**config.mk**
```make
export PLATFORM = sky130hd
export DESIGN_NAME = fp_align_stage
export DESIGN_NICKNAME = d
export VERILOG_FILES = /design/src/rtl/fp_pkg.sv /design/src/rtl/comparator_24bit.sv /design/src/rtl/fp_align_stage.sv
export SDC_FILE = /design/constraint.sdc
export NUM_CORES = 1
export LEC_CHECK = 0
export BUFFER_PORTS_ARGS = -buffer_cell sky130_fd_sc_hd__buf_2
export CORE_UTILIZATION = 50
export DETAILED_ROUTE_END_ITERATION = 12
export GPL_TIMING_DRIVEN = 0
export PLACE_DENSITY = 0.72
export SLEW_MARGIN = 15
export SYNTH_ARGS = -nofsm -noshare
export SYNTH_HDL_FRONTEND = slang
export SYNTH_SLANG_ARGS = --single-unit
```
**constraint.sdc**
```tcl
create_clock -name clk -period 5.22 [get_ports clk]
set_input_delay 0.522 -clock clk [delete_from_list [all_inputs] [get_ports clk]]
set_output_delay 0.522 -clock clk [all_outputs]
set_load 0.005 [all_outputs]
```
**src/rtl/fp_pkg.sv**
```systemverilog
// Shared widths, the unpacked-operand struct and the unpack helper for the FP adder.
// FP_ALIGN_DENORM_EN selects gradual-underflow alignment; by default denormals flush to zero.
package fp_pkg;
    localparam int EXP_W   = 8;
    localparam int MAN_W   = 23;
    localparam int GRS_W   = 3;
    localparam int SIG_W   = MAN_W + 1;
    localparam int ALIGN_W = SIG_W + GRS_W;
    localparam int SH_W    = $clog2(ALIGN_W + 1);
    localparam logic [EXP_W-1:0] EXP_ALL_ONES = 8'hFF;

    typedef struct packed {
        logic             sign;
        logic [EXP_W-1:0] exp;
        logic [SIG_W-1:0] sig;
    } fp_op_t;

    function automatic fp_op_t unpack(input logic [EXP_W+MAN_W:0] x);
        fp_op_t           o;
        logic [EXP_W-1:0] e;
        e      = x[EXP_W+MAN_W-1:MAN_W];
        o.sign = x[EXP_W+MAN_W];
`ifdef FP_ALIGN_DENORM_EN
        // Denormals sit at effective exponent 1 with no hidden bit.
        o.exp = (e == '0) ? EXP_W'(1) : e;
        o.sig = {(e != '0), x[MAN_W-1:0]};
`else
        o.exp = e;
        o.sig = (e == '0) ? '0 : {1'b1, x[MAN_W-1:0]};
`endif
        return o;
    endfunction
endpackage

```
**src/rtl/comparator_24bit.sv**
```systemverilog
// Unsigned magnitude comparator for significands: l = a < b, e = a == b.
module comparator_24bit #(
    parameter int W = 24
) (
    input  logic [W-1:0] a,
    input  logic [W-1:0] b,
    output logic         l,
    output logic         e
);
    assign l = (a < b);
    assign e = (a == b);
endmodule

```
**src/rtl/fp_align_stage.sv**
```systemverilog
// Operand ordering and exponent alignment for the FP adder: stage 1 compares/swaps,
// stage 2 right-shifts the smaller significand with G/R/S. Honours FP_ALIGN_DENORM_EN.
module fp_align_stage
    import fp_pkg::*;
#(
    parameter int EXP_W = fp_pkg::EXP_W,
    parameter int MAN_W = fp_pkg::MAN_W,
    parameter int GRS_W = fp_pkg::GRS_W
) (
    input  logic                   clk,
    input  logic                   rst_n,
    input  logic                   in_valid,
    output logic                   in_ready,
    input  logic [EXP_W+MAN_W:0]   a_i,
    input  logic [EXP_W+MAN_W:0]   b_i,
    output logic                   out_valid,
    input  logic                   out_ready,
    output logic                   big_sign_o,
    output logic [EXP_W-1:0]       big_exp_o,
    output logic [MAN_W+GRS_W:0]   big_man_o,
    output logic [MAN_W+GRS_W:0]   small_man_o,
    output logic                   eff_sub_o,
    output logic                   swapped_o,
    output logic                   zero_o,
    output logic                   special_o
);
    localparam int SW = MAN_W + 1;
    localparam int AW = MAN_W + 1 + GRS_W;

    logic [2:1] vld_pipe;
    logic       s1_adv, s2_adv;

    assign s2_adv    = ~vld_pipe[2] | out_ready;
    assign s1_adv    = ~vld_pipe[1] | s2_adv;
    assign in_ready  = s1_adv;
    assign out_valid = vld_pipe[2];

    // Stage 1: unpack, compare, order
    fp_op_t op_a, op_b, op_big, op_small;
    logic   sig_lt, sig_eq, swap, exp_eq;

    assign op_a = unpack(a_i);
    assign op_b = unpack(b_i);

    comparator_24bit #(.W(SW)) u_cmp (
        .a (op_a.sig),
        .b (op_b.sig),
        .l (sig_lt),
        .e (sig_eq)
    );

    assign exp_eq   = (op_a.exp == op_b.exp);
    assign swap     = (op_b.exp > op_a.exp) || (exp_eq && sig_lt);
    assign op_big   = swap ? op_b : op_a;
    assign op_small = swap ? op_a : op_b;

    logic             s1_big_sign, s1_eff_sub, s1_swapped, s1_zero, s1_special;
    logic [EXP_W-1:0] s1_big_exp, s1_diff;
    logic [SW-1:0]    s1_big_sig, s1_small_sig;

    // Stage 2: align the smaller significand, folding shifted-out bits into S
    logic [SH_W-1:0] sh;
    logic [AW-1:0]   ext, shifted, aligned;
    logic            lost;

    always_comb begin
        sh = '0;
        if (!s1_special)
            sh = (s1_diff > EXP_W'(AW)) ? SH_W'(AW) : s1_diff[SH_W-1:0];
        ext     = {s1_small_sig, {GRS_W{1'b0}}};
        shifted = ext >> sh;
        lost    = |(ext & ~({AW{1'b1}} << sh));
        aligned = {shifted[AW-1:1], shifted[0] | lost};
    end

    always_ff @(posedge clk) begin
        if (!rst_n) begin
            vld_pipe     <= '0;
            s1_big_sign  <= 1'b0;
            s1_big_exp   <= '0;
            s1_big_sig   <= '0;
            s1_small_sig <= '0;
            s1_diff      <= '0;
            s1_eff_sub   <= 1'b0;
            s1_swapped   <= 1'b0;
            s1_zero      <= 1'b0;
            s1_special   <= 1'b0;
            big_sign_o   <= 1'b0;
            big_exp_o    <= '0;
            big_man_o    <= '0;
            small_man_o  <= '0;
            eff_sub_o    <= 1'b0;
            swapped_o    <= 1'b0;
            zero_o       <= 1'b0;
            special_o    <= 1'b0;
        end else begin
            if (s1_adv) begin
                vld_pipe[1] <= in_valid;
                if (in_valid) begin
                    s1_big_sign  <= op_big.sign;
                    s1_big_exp   <= op_big.exp;
                    s1_big_sig   <= op_big.sig;
                    s1_small_sig <= op_small.sig;
                    s1_diff      <= op_big.exp - op_small.exp;
                    s1_eff_sub   <= op_a.sign ^ op_b.sign;
                    s1_swapped   <= swap;
                    s1_zero      <= (op_a.sign ^ op_b.sign) && exp_eq && sig_eq;
                    s1_special   <= (a_i[EXP_W+MAN_W-1:MAN_W] == EXP_ALL_ONES) ||
                                    (b_i[EXP_W+MAN_W-1:MAN_W] == EXP_ALL_ONES);
                end
            end
            if (s2_adv) begin
                vld_pipe[2] <= vld_pipe[1];
                if (vld_pipe[1]) begin
                    big_sign_o  <= s1_big_sign;
                    big_exp_o   <= s1_big_exp;
                    big_man_o   <= {s1_big_sig, {GRS_W{1'b0}}};
                    small_man_o <= aligned;
                    eff_sub_o   <= s1_eff_sub;
                    swapped_o   <= s1_swapped;
                    zero_o      <= s1_zero;
                    special_o   <= s1_special;
                end
            end
        end
    end
endmodule

```
# Word-level counts from Yosys, hierarchy flattened
# Cells that the tools add are included.
# word_totals
regBits	135
in_bits	68
output_inout_bits	69
wordCells	53
# classes
n_lt_le_gt_ge	3
bitwise	8
n_shift	2
addsub	1
muxes	6
reduce_logical	10
eq_ne	4
# ops
operator	n
$mux W24	2
$mux W33	1
$mux W32	1
$and A27 B27 Y27	1
$not A27 Y27	1
$reduce_or A27 Y1	1
$shl A27 B5 Y27 const A	1
$shr A27 B5 Y27	1
$eq A24 B24 Y1	1
$lt A24 B24 Y1	1
$eq A8 B8 Y1 const B	2
$logic_not A8 Y1	2
$mux W5	2
$eq A8 B8 Y1	1
$gt A8 B5 Y1 const B	1
$gt A8 B8 Y1	1
$sub A8 B8 Y8	1
$reduce_and A2 Y1	2
$logic_and A1 B1 Y1	3
$or A1 B1 Y1	3
$logic_or A1 B1 Y1	2
$not A1 Y1	2
$xor A1 B1 Y1	1

# Depth between registers and ports, before layout
# logic_depth
word_depth	8
mapped_depth	17

# By module
# A second synthesis with hierarchy kept.
# hier_totals
hier_cells	1077
area_unflattened_um2	8366.8
# by_module_without_submodules
module	seq_area_each_um2	area_per_inst_um2	n_inst	cells_each
fp_align_stage	2702.6	7759.9	1	993
comparator_24bit	0.0	606.8	1	84

# Least setup slack after synthesis
# No wires, ideal clock.
# synth_path
kind	in2reg
startpoint	in a_i[24]
endpoint	reg s1_diff[7]
cell_stages	14
t_arrival_ns	3.705
t_required_ns	5.141
n_path_buf	1
path_slack_ns	1.436
path_cell_list	nor4_1 nand2_1 clkbuf_1 and2_1 ha_1 nand4_1 nor3_1 a221o_1 o31ai_1 nor3b_4 mux2i_1 a221o_1 a2111o_1 o211ai_1
# synth_via
elab_chain_len	7
# synth_rtl
element	line	source
start: declaration	fp_align_stage.sv:14	input logic [EXP_W+MAN_W:0] a_i,
$logic_not A8 Y1	fp_pkg.sv:29	o.sig = (e == '0) ? '0 : {1'b1, x[MAN_W-1:0]};
$mux W24	fp_pkg.sv:29	
$lt A24 B24 Y1	comparator_24bit.sv:10	assign l = (a < b);
$logic_and A1 B1 Y1	fp_align_stage.sv:53	assign swap = (op_b.exp > op_a.exp) || (exp_eq && sig_lt);
$logic_or A1 B1 Y1	fp_align_stage.sv:53	
$mux W33 or $mux W32 (tied branches)	fp_align_stage.sv:54, fp_align_stage.sv:55	
$sub A8 B8 Y8 *	fp_align_stage.sv:104	s1_diff <= op_big.exp - op_small.exp;
end signal: assignment	fp_align_stage.sv:104	
end: declaration	fp_align_stage.sv:58	logic [EXP_W-1:0] s1_big_exp, s1_diff;
# Mark *: on every way between the ends. The rest lies on a longest branch, timed or not.
# A chain may end at the register's enable or synchronous reset.

# Worst setup path after layout
# layout_path
startpoint	in a_i[24]
endpoint	reg s1_big_exp[0]
# layout_via
elab_chain_len	6
# layout_rtl
element	line	source
$logic_not A8 Y1	fp_pkg.sv:29	
$mux W24	fp_pkg.sv:29	
$lt A24 B24 Y1	comparator_24bit.sv:10	
$logic_and A1 B1 Y1	fp_align_stage.sv:53	
$logic_or A1 B1 Y1 *	fp_align_stage.sv:53	
$mux W33 *	fp_align_stage.sv:54	assign op_big = swap ? op_b : op_a;
end signal: assignment	fp_align_stage.sv:101	s1_big_exp <= op_big.exp;
end: declaration	fp_align_stage.sv:58	
# Marks and branches as above.

==> results.py <==
metrics = {
    "run_status": {
        "status": "finished clean",
    },
    "timing": {
        "finClkSkew_ns": 0.00555,
        "drv_slew": 0,
        "fmax_ghz": 0.210,
        "rsz0062_at_grt": "no",
        "fin_hold_ws_ns": 0.364,
        "fin_crit_sh": 0.914,
        "tightest_slew_ns": 0.842,
        "fin_tns_setup_ns": 0,
        "hold_viol": 0,
        "setup_viol": 0,
        "relSlewSlack": 0.434,
        "fin_crit_ns": 4.77,
    },
    "drt": {
        "avgRoutedWirePerCell_um": 19.4,
        "totalWireLength_um": 27300,
        "avgViaCountPerCell": 6.00,
        "first_pass_iters": 6,
        "route.vias.total": 8427,
        "antenna_left": 0,
        "drc": 0,
        "drtIter0Drc": 797,
    },
    "synthesis": {
        "async_flop_share": 0,
        "ys_ff_latch": 135,
        "synth_adder_area_share": 0.0484,
        "ys_top_cells_by_count": "nand2_1 (168), dfxtp_1 (135), nand3_1 (66), clkbuf_1 (63), o211a_1 (57)",
        "synth_top_cell_by_area": "dfxtp_1",
        "synth-compound-area-share": 0.261,
        "synth_ff_type": "dfxtp_1",
        "synth.distinct_cells": 55,
        "yosys.area_share.xor_xnor": 0.00530,
        "ys_top_cells_by_area": "dfxtp_1 (33%), nand2_1 (7.6%), o211a_1 (6.9%)",
        "synth_top_area_frac": 0.327,
        "netlist_instances": 1023,
        "synth_edf_count": 0,
        "yosysWarnings": 0,
        "syn_area_um2": 8260,
        "synth.most_common_cell": "nand2_1",
        "syn_avg_cell_area_um2": 8.08,
        "yosys.area_share.simple": 0.237,
        "muxShareOfSynthArea": 0.0736,
        "synth_top_family_by_area": "compound AO/OA/AOI/OAI gates",
        "yosysSeqAreaShare": 0.327,
    },
    "clocking": {
        "clk_latency_ns": 0.43,
        "clockRootBuffer": "clkbuf_16",
        "path_clk_slew_ns": 0.06,
        "cts_made_buffers": 17,
        "post_cts_buffers": 0,
        "cts-resized-gates": 0,
        "clock-sinks": 135,
        "cts_htree_levels": 4,
        "hold_buffers": 0,
        "clockBufferDepth": 2,
        "cts_tree": "built",
    },
    "min_path": {
        "hold_class": "input pin to flip-flop",
        "worstHoldEndpoint": "vld_pipe[1]$_SDFFE_PN0N_",
        "worstHoldStart": "in_valid",
        "holdPathStages": 3,
    },
    "placement": {
        "place.gp.congestion": 0.972,
        "dp_hpwl_um": 20800,
        "place_area_um2": 9200,
        "port_buffers": 132,
    },
    "finish": {
        "postLayoutCellArea_um2": 9820,
        "final_util": 0.613,
        "layout.nets": 1276,
        "fillers": 1503,
        "synthToLayoutAreaGrowth_pct": 18.8,
        "multiInputGateArea_um2": 5180,
        "drive_gt1_frac": 0.166,
        "ff_latch_area_um2": 2700,
        "n_antenna_cell": 0,
    },
    "critical_path": {
        "arrival_ns": 5.10,
        "r2r-end": "small_man_o[9]$_SDFFE_PN0P_",
        "start_kind": "input pin",
        "worstSetupStartpoint": "a_i[24]",
        "critPathMaxFanout": 10,
        "rrSetupSlack_ns": 2.02,
        "ff2ff_path_depth": 9,
        "timing.rr.start": "s1_diff[7]$_SDFFE_PN0P_",
        "crit_type": "input pin to flip-flop",
        "cp.required_ns": 5.55,
        "cp-end-kind": "flip-flop",
    },
    "pwr": {
        "leakage_uw": 0.00465,
        "peakVddDrop_v": 0.000248,
        "power_density_nw_per_um2": 349,
    },
    "global_route": {
        "grt_pass1_vias": 7840,
        "grt_start_max_net_pins": 17,
        "grt_use_total": 0.330,
        "overflow": 0,
        "antenna_found_initial": 0,
        "grt_first_pass_wirelength_um": 42400,
    },
    "floorplan": {
        "pin_count": 137,
        "initial_core_util": 0.516,
        "core_area_um2": 16000,
        "fp.dieH_um": 131,
        "num_rows": 46,
        "dieWidth_um": 131,
        "die-area_um2": 17000,
    },
    "run": {
        "cap_violations": 0,
    },
}
-- final cells by class --
cell class | instances | share of cell area
Buffer | 85 | 0.0349
Clock buffer | 19 | 0.0451
Clock inverter | 13 | 0.0173
Inverter | 13 | 0.00497
Multi-Input combinational cell | 792 | 0.527
Sequential cell | 135 | 0.275
Tap cell | 216 | 0.0275
Timing Repair Buffer | 132 | 0.0673
-- state kept, by name (all words and copies together), names as in the netlist --
register      cells
vld_pipe          2
s1_swapped        1
special_o         1
small_man_o      27
s1_diff           8
s1_zero           1
zero_o            1
s1_small_sig     24
s1_big_sign       1
eff_sub_o         1
big_sign_o        1
big_man_o        24
s1_special        1
s1_eff_sub        1
s1_big_sig       24
big_exp_o         8
swapped_o         1
s1_big_exp        8
-- layout by cell type (no fill, tap or decap), types with 14 or more instances in the layout --
cell,n
a211o_1,25
nand2b_1,28
nand2_1,168
clkbuf_1,64
a21boi_0,41
clkbuf_16,17
o211a_1,57
nor2_1,54
nor3_1,14
mux2i_1,36
and2_1,28
dfxtp_1,135
ha_1,32
buf_2,142
nand3_1,66
o21ai_0,40
a21oi_1,49
nor2b_1,19
-- routing by layer --
layer,track usage,share of wire
met5,0,0
met4,0.129,0.028
met3,0.0810,0.077
met2,0.522,0.45
met1,0.434,0.45
-- worst max path at each step --
stage	to	slack, ns	cells after the start
final	s1_big_exp[0]$_SDFFE_PN0P_	0.45	17
after global routing	s1_big_exp[0]$_SDFFE_PN0P_	0.20	18
after CTS	s1_big_exp[0]$_SDFFE_PN0P_	0.55	18
after detailed placement	s1_big_exp[0]$_SDFFE_PN0P_	0.14	18
after global placement	s1_big_exp[0]$_SDFFE_PN0P_	0.11	18
after floorplan	s1_diff[7]$_SDFFE_PN0P_	1.44	14
-- worst max-delay path, stage by stage --
cell and delay [ns]:
buf_2 0.13, nor4_1 0.29, nand2_1 0.33, clkbuf_1 0.35, and2_1 0.28, ha_1 0.35
nand4_1 0.16, nor3_1 0.09, a221o_1 0.31, o31ai_1 0.34, nor3b_4 0.50, buf_2 0.32
buf_2 0.33, buf_2 0.33, mux2i_1 0.24, nand2_1 0.07, o211a_1 0.14
-- power breakdown --
group          leakage, uW  internal [uW]  switching, uW
sequential         0.00111           1100           60.7
clock             0.000279            768            490
combinational      0.00326            378            629
total              0.00465           2250           1180
-- per-stage QoR --
step / setup slack, ns / total power [uW] / instances
detailed placement: 0.141 / 2160 / 1373
global placement: 0.106 / 2160 / 1373
CTS: 0.552 / 3420 / 1405
floorplan: 1.44 / 1850 / 1025
finish: 0.449 / 3430 / 1405
global route: 0.199 / 3590 / 1405
-- kinds of logic after synthesis --
kind of cell | after synthesis
XOR/XNOR | 5
multiplexers | 47
other | 1
flip-flops | 135
AND/OR/NAND/NOR | 414
adder cells (fa/ha/maj) | 32
AO/OA/AOI/OAI | 291
buffers and inverters | 98
Note: power is estimated with default switching activity, not from simulation.
